==> src/rtl/axis_mac_vec_if.sv <==
`default_nettype none
// ============================================================================
// Module   : axis_mac_vec_if
// Brief    : Operand stream in, packet-result stream out, for axis_mac_vec.
// Revision : 1.0 - initial release
// ============================================================================
interface axis_mac_vec_if #(
    parameter int LANES = 4,
    parameter int A_W   = 14,
    parameter int B_W   = 14,
    parameter int OUT_W = 28
);
    logic                   s_valid;
    logic                   s_ready;
    logic                   s_last;
    logic [LANES*A_W-1:0]   s_a;
    logic [LANES*B_W-1:0]   s_b;
    logic                   m_valid;
    logic                   m_ready;
    logic [OUT_W-1:0]       m_data;
    logic                   m_sat;

    // slave: the MAC itself; master: the operand source / result sink
    modport slave (
        input  s_valid, s_last, s_a, s_b, m_ready,
        output s_ready, m_valid, m_data, m_sat
    );

    modport master (
        output s_valid, s_last, s_a, s_b, m_ready,
        input  s_ready, m_valid, m_data, m_sat
    );
endinterface
`default_nettype wire

==> src/rtl/axis_mac_vec.sv <==
`default_nettype none
// ============================================================================
// Module   : axis_mac_vec
// Brief    : LANES-wide signed fixed-point MAC, one rounded result per packet.
//            Define AXIS_MAC_VEC_SAT_EN to saturate (else results wrap).
// Revision : 1.0 - initial release
// ============================================================================
module axis_mac_vec #(
    parameter int LANES     = 4,
    parameter int INT_A     = 6,
    parameter int FRAC_A    = 8,
    parameter int INT_B     = 6,
    parameter int FRAC_B    = 8,
    parameter int ACC_GUARD = 8,
    parameter int OUT_INT   = 12,
    parameter int OUT_FRAC  = 16
) (
    input  logic            clock,
    input  logic            rstn,
    axis_mac_vec_if.slave   bus
);

    localparam int c_A_W   = INT_A + FRAC_A;
    localparam int c_B_W   = INT_B + FRAC_B;
    localparam int c_PW    = INT_A + INT_B + FRAC_A + FRAC_B;
    localparam int c_SW    = c_PW + $clog2(LANES);
    localparam int c_ACC_W = c_SW + ACC_GUARD;
    localparam int c_OUT_W = OUT_INT + OUT_FRAC;
    localparam int c_SH    = FRAC_A + FRAC_B - OUT_FRAC;
    // formatting width: room for the rounding carry and for the clip bounds
    localparam int c_XW    = (c_ACC_W + 1 > c_OUT_W + 1) ? c_ACC_W + 1 : c_OUT_W + 1;

    logic                       w_en;
    logic signed [c_PW-1:0]     w_prod [LANES];
    logic signed [c_PW-1:0]     r_prod [LANES];
    logic                       r_v1;
    logic                       r_l1;
    logic signed [c_SW-1:0]     w_sum;
    logic signed [c_SW-1:0]     r_sum;
    logic                       r_v2;
    logic                       r_l2;
    logic signed [c_ACC_W-1:0]  r_acc;
    logic signed [c_ACC_W-1:0]  w_acc_next;
    logic signed [c_XW-1:0]     w_fmt_in;
    logic signed [c_XW-1:0]     w_rnd;
    logic [c_OUT_W-1:0]         w_fmt;
    logic                       w_sat;
    logic                       r_m_valid;
    logic [c_OUT_W-1:0]         r_m_data;
    logic                       r_m_sat;

    // a single enable freezes the whole pipeline while a result is stuck
    assign w_en        = !r_m_valid || bus.m_ready;
    assign bus.s_ready = w_en;
    assign bus.m_valid = r_m_valid;
    assign bus.m_data  = r_m_data;
    assign bus.m_sat   = r_m_sat;

    generate
        for (genvar i = 0; i < LANES; i++) begin : g_lane
            logic signed [c_A_W-1:0] w_a;
            logic signed [c_B_W-1:0] w_b;
            assign w_a       = bus.s_a[i*c_A_W +: c_A_W];
            assign w_b       = bus.s_b[i*c_B_W +: c_B_W];
            assign w_prod[i] = c_PW'(w_a) * c_PW'(w_b);
        end
    endgenerate

    always_ff @(posedge clock or negedge rstn) begin
        if (!rstn) begin
            for (int i = 0; i < LANES; i++) begin
                r_prod[i] <= '0;
            end
            r_v1 <= 1'b0;
            r_l1 <= 1'b0;
        end else if (w_en) begin
            for (int i = 0; i < LANES; i++) begin
                r_prod[i] <= w_prod[i];
            end
            r_v1 <= bus.s_valid;
            r_l1 <= bus.s_last;
        end
    end

    always_comb begin
        w_sum = '0;
        for (int i = 0; i < LANES; i++) begin
            w_sum = w_sum + c_SW'(r_prod[i]);
        end
    end

    always_ff @(posedge clock or negedge rstn) begin
        if (!rstn) begin
            r_sum <= '0;
            r_v2  <= 1'b0;
            r_l2  <= 1'b0;
        end else if (w_en) begin
            r_sum <= w_sum;
            r_v2  <= r_v1;
            r_l2  <= r_l1;
        end
    end

    assign w_acc_next = r_acc + c_ACC_W'(r_sum);
    assign w_fmt_in   = c_XW'(w_acc_next);

    generate
        if (c_SH > 0) begin : g_round
            localparam logic signed [c_XW-1:0] c_ONE = 1;
            localparam logic signed [c_XW-1:0] c_RND = c_ONE << (c_SH - 1);
            assign w_rnd = (w_fmt_in + c_RND) >>> c_SH;
        end else begin : g_no_round
            assign w_rnd = w_fmt_in;
        end
    endgenerate

`ifdef AXIS_MAC_VEC_SAT_EN
    localparam logic signed [c_XW-1:0] c_MAX =
        {{(c_XW-c_OUT_W+1){1'b0}}, {(c_OUT_W-1){1'b1}}};
    localparam logic signed [c_XW-1:0] c_MIN =
        {{(c_XW-c_OUT_W+1){1'b1}}, {(c_OUT_W-1){1'b0}}};
    logic w_hi;
    logic w_lo;
    assign w_hi  = w_rnd > c_MAX;
    assign w_lo  = w_rnd < c_MIN;
    assign w_sat = w_hi || w_lo;
    assign w_fmt = w_hi ? c_OUT_W'(c_MAX) :
                   w_lo ? c_OUT_W'(c_MIN) : c_OUT_W'(w_rnd);
`else
    assign w_sat = 1'b0;
    assign w_fmt = c_OUT_W'(w_rnd);
`endif

    // the last beat seeds the result and clears the accumulator in one step
    always_ff @(posedge clock or negedge rstn) begin
        if (!rstn) begin
            r_acc     <= '0;
            r_m_valid <= 1'b0;
            r_m_data  <= '0;
            r_m_sat   <= 1'b0;
        end else if (w_en) begin
            if (r_v2 && r_l2) begin
                r_acc     <= '0;
                r_m_valid <= 1'b1;
                r_m_data  <= w_fmt;
                r_m_sat   <= w_sat;
            end else begin
                r_m_valid <= 1'b0;
                if (r_v2) begin
                    r_acc <= w_acc_next;
                end
            end
        end
    end

endmodule
`default_nettype wire

==> src/flat_wrapper.sv <==
// flat-port wrapper written by rule: the top's interface ports become plain ports
module axis_mac_vec_flat 
#(
    parameter int LANES     = 4,
    parameter int INT_A     = 6,
    parameter int FRAC_A    = 8,
    parameter int INT_B     = 6,
    parameter int FRAC_B    = 8,
    parameter int ACC_GUARD = 8,
    parameter int OUT_INT   = 12,
    parameter int OUT_FRAC  = 16
)
  (clock, rstn, bus_s_valid, bus_s_last, bus_s_a, bus_s_b, bus_m_ready, bus_s_ready, bus_m_valid, bus_m_data, bus_m_sat);
  axis_mac_vec_if #(.LANES(LANES)) bus_i ();
  input  logic clock;
  input  logic rstn;
  input wire logic [$bits(bus_i.s_valid)-1:0] bus_s_valid;
  input wire logic [$bits(bus_i.s_last)-1:0] bus_s_last;
  input wire logic [$bits(bus_i.s_a)-1:0] bus_s_a;
  input wire logic [$bits(bus_i.s_b)-1:0] bus_s_b;
  input wire logic [$bits(bus_i.m_ready)-1:0] bus_m_ready;
  output wire logic [$bits(bus_i.s_ready)-1:0] bus_s_ready;
  output wire logic [$bits(bus_i.m_valid)-1:0] bus_m_valid;
  output wire logic [$bits(bus_i.m_data)-1:0] bus_m_data;
  output wire logic [$bits(bus_i.m_sat)-1:0] bus_m_sat;
  assign bus_i.s_valid = bus_s_valid;
  assign bus_i.s_last = bus_s_last;
  assign bus_i.s_a = bus_s_a;
  assign bus_i.s_b = bus_s_b;
  assign bus_i.m_ready = bus_m_ready;
  assign bus_s_ready = bus_i.s_ready;
  assign bus_m_valid = bus_i.m_valid;
  assign bus_m_data = bus_i.m_data;
  assign bus_m_sat = bus_i.m_sat;
  axis_mac_vec #(.LANES(LANES), .INT_A(INT_A), .FRAC_A(FRAC_A), .INT_B(INT_B), .FRAC_B(FRAC_B), .ACC_GUARD(ACC_GUARD), .OUT_INT(OUT_INT), .OUT_FRAC(OUT_FRAC)) u_core (.clock(clock), .rstn(rstn), .bus(bus_i));
endmodule
==> config.mk <==
export PLATFORM = sky130hd
export DESIGN_NAME = axis_mac_vec_flat
export DESIGN_NICKNAME = d
export VERILOG_FILES = /design/src/rtl/axis_mac_vec_if.sv /design/src/rtl/axis_mac_vec.sv /design/src/flat_wrapper.sv
export SDC_FILE = /design/constraint.sdc
export NUM_CORES = 2
export LEC_CHECK = 0
export ABC_CLOCK_PERIOD_IN_PS = 5600
export CAP_MARGIN = 10
export CORE_MARGIN = 2
export CORE_UTILIZATION = 54
export CTS_BUF_LIST = sky130_fd_sc_hd__clkbuf_8
export DETAILED_ROUTE_END_ITERATION = 6
export PLACE_DENSITY_LB_ADDON = 0.25
export SYNTH_ARGS = -nofsm -noshare
export SYNTH_HDL_FRONTEND = slang
export SYNTH_SLANG_ARGS = --single-unit
==> constraint.sdc <==
create_clock -name clock -period 5.6 [get_ports clock]
set_input_delay 1.12 -clock clock [delete_from_list [all_inputs] [get_ports clock]]
set_output_delay 1.12 -clock clock [all_outputs]
set_load 0.1 [all_outputs]
==> flow_summary_export.csv <==
group,metric,value,unit
synthesis,syn_area,41000,um2
placement,gp_congestion,0.894,
floorplanning,io_pins,148,
worst_setup_path,crit_family,"adder cells",
global_route,grt_overflow,0,
synthesis,synth-edff-count,0,
synthesis,syn_nets,5669,
sta,rsz0062_at_grt,"yes",
clock_network,path_clk_slew,0.07,ns
layout,final.fill_count,5725,
worst_setup_path,critPathKind,"primary input to flip-flop",
clock_network,holdBufCountCts,0,
floorplanning,start_util,54.3,%
clock_network,clk_latency,0.55,ns
hold_path,hold_start,"u_core.r_l1$_DFFE_PN0P_",
sta,relSlewSlack,27.2,%
placement,dp.final_hpwl,81900,um
layout,n_antenna_cell,0,
floorplanning,die_x,280,um
sta,fin_crit,6.35,ns
route,route.detailed.drc,0,
layout,utilization,69.0,%
route,vias_per_cell,5.25,
layout,drive_above_1_share,26.1,%
global_route,antenna_found_initial,0,
run,cap_violations,0,
route,firstDrtPassIters,7,
sta,min_period_over_period,113,%
sta,worst_pin_slew,1.09,ns
floorplanning,core-area,75600,um2
sta,worst_slack,-0.754,ns
layout,layout_common_cells,"inv_1 (857), fa_1 (780), buf_4 (540), nand2_1 (483), and2_1 (341)",
worst_setup_path,required,5.99,ns
worst_setup_path,endpoint_kind,"flip-flop",
status,status,"finished, violations left",
route,post_drt_wl_per_cell,16.7,um
global_route,grt_pass1_vias,35048,
sta,hold_viol_final,0,
floorplanning,placementRows,101,
status,violations,"setup timing",
worst_setup_path,critPathArrivalTime,6.75,ns
floorplanning,die_h,280,um
sta,setup_viol,65,
clock_network,clockBufferDepth,3,
layout,final_common_cell,"inv_1",
worst_setup_path,path_buf_inv,9,
sta,drv_slew,0,
route,routed_wl,102000,um
floorplanning,die-area,78200,um2
layout,finalInstanceArea,52200,um2
placement,placed_cell_area,48000,um2
clock_network,tritoncts,"built",
global_route,grt_pass1_wl,171000,um
clock_network,cts_made_buffers,34,
worst_setup_path,crit_path_max_fanout,4,
worst_setup_path,cp_common_cell,"fa_1",
sta,timing.fmax,157,MHz
layout,nets,6400,
clock_network,cts_root_buffer,"clkbuf_8",
placement,io_buffers,146,
route,drt.antenna.violating_nets,0,
sta,skew,0.0471,ns
synthesis,yosysSeqAreaShare,12.3,%
worst_setup_path,max_stage_delay,0.55,ns
worst_setup_path,r2r_start,"u_core.r_prod[1]$_DFFE_PN0P_",
synthesis,ys_ff_latch,201,
synthesis,yosys_warnings,0,
synthesis,synth.distinct_cells,77,
worst_setup_path,crit_path_start_kind,"primary input",
layout,area_delta_synth_final,27.2,%
hold_path,hp-class,"flip-flop to flip-flop",
global_route,grt_start_max_net_pins,108,
sta,holdWs,0.477,ns
route,drt_iter0_markers,1665,
worst_setup_path,crit_start,"bus_s_a[47]",
clock_network,numClockSinks,201,
worst_setup_path,cp_slowest_cell,"fa_1",
synthesis,ys.flop_type,"dfrtp_1",
synthesis,async_flop_share,100,%
clock_network,htree_num_levels,2,
synthesis,netlist_instances,4395,
route,vias,32165,
global_route,track_usage,26.8,%
synthesis,syn_avg_cell_area,9.33,um2
[layer usage]
metal / up-vias / GRT usage (%) / wire, um
met5: - / 0 / 0
met4: 0 / 5.96 / 2410
met3: 190 / 2.09 / 4190
met2: 783 / 47.5 / 52700
met1: 16388 / 36.1 / 42900
li1: 14804 / - / -
[cells by family after synthesis]
group | after synthesis | synth area share, %
simple gates | 1231 | 14.8
buf+inv | 1088 | 9.97
xor+xnor | 168 | 3.59
other cells | 1 | 0.00914
mux | 30 | 0.805
flops | 201 | 12.3
fa+ha+maj | 1157 | 50.6
compound gates | 519 | 8.03
[final cells by class]
cell class              instances  area [um2]  area share [%]
clock inverters                17         140           0.269
clock buffers                  41         564            1.08
multi-input cells            3106       34300            65.7
inverters                     929        3490            6.70
well taps                     978        1220            2.35
repair buffers                854        7430            14.3
flip-flops and latches        201        5030            9.64
[final timing paths]
kind | endpoint | cells after the start | slack, ns
max in group asynchronous | u_core.r_prod[41]$_DFFE_PN0P_ | 2 | 3.78
setup / recovery | u_core.r_prod[25]$_DFFE_PN0P_ | 25 | -0.75
hold / removal | u_core.r_l1$_DFFE_PN0P_ | 2 | 0.48
setup reg to reg | u_core.r_sum[21]$_DFFE_PN0P_ | 14 | 1.47
min in group asynchronous | u_core.r_acc[6]$_DFFE_PN0P_ | 1 | 0.67
hold reg to reg | u_core.r_l1$_DFFE_PN0P_ | 2 | 0.48
[worst register-to-register path: cells and delay by family (launching register included)]
kind,cells,cell delay (ns)
flops,1,0.46
xor+xnor,1,0.23
buf+inv,1,0.08
fa+ha+maj,4,1.43
compound gates,6,1.36
simple gates,2,0.48
[registers in the layout (all words and copies together) (netlist names)]
name / cells
u_core.r_acc: 28
u_core.r_l2: 1
u_core.r_sum: 28
u_core.r_v2: 1
u_core.r_prod: 112
u_core.r_v1: 1
u_core.bus.m_valid: 1
u_core.bus.m_data: 28
u_core.r_l1: 1
[synth_stat cells (6+ instances only)]
cell type | number | area share (%)
inv_1 | 929 | 8.5
xor2_1 | 55 | 1.2
and2_1 | 409 | 6.2
a21oi_1 | 155 | 1.9
xnor2_1 | 113 | 2.4
nor2_1 | 138 | 1.3
nand2b_1 | 38 | 0.58
a211oi_1 | 20 | 0.37
a21boi_0 | 8 | 0.15
o31ai_1 | 12 | 0.22
nand3_1 | 31 | 0.38
and3_1 | 23 | 0.35
nand4_1 | 6 | 0.092
a21o_1 | 54 | 0.99
nand2_1 | 515 | 4.7
a31oi_1 | 13 | 0.20
o21a_1 | 22 | 0.40
o21ai_0 | 130 | 1.6
o21bai_1 | 29 | 0.53
nor3_1 | 19 | 0.23
a22o_1 | 23 | 0.49
mux2_2 | 24 | 0.66
ha_1 | 322 | 9.8
fa_1 | 835 | 41
dfrtp_1 | 201 | 12
clkbuf_1 | 155 | 1.4
mux2i_1 | 6 | 0.15
nor2b_1 | 17 | 0.26
[metrics by stage]
step           TNS (ns)  instances  setup slack (ns)
5_1_grt          -37.80       6126            -0.891
3_5_place_dp     -99.65       5914             -1.64
2_1_floorplan    -31.88       4395             -1.02
4_1_cts          -28.07       6093            -0.782
3_3_place_gp     -95.98       5914             -1.61
6_report         -28.27       6126            -0.754
[timing repair]
item / CTS / global route
setup endpoints to repair: 76 / 73
gates resized for setup: 687 / 326
pin swaps: 310 / 258
buffers inserted: 123 / 47
endpoints found under the hold margin: 0 / 0
cloned: 8 / 0
Power is left out: the tool's default activity adds up to more than one toggle a clock period on the data nets, which glitch-free logic cannot reach.
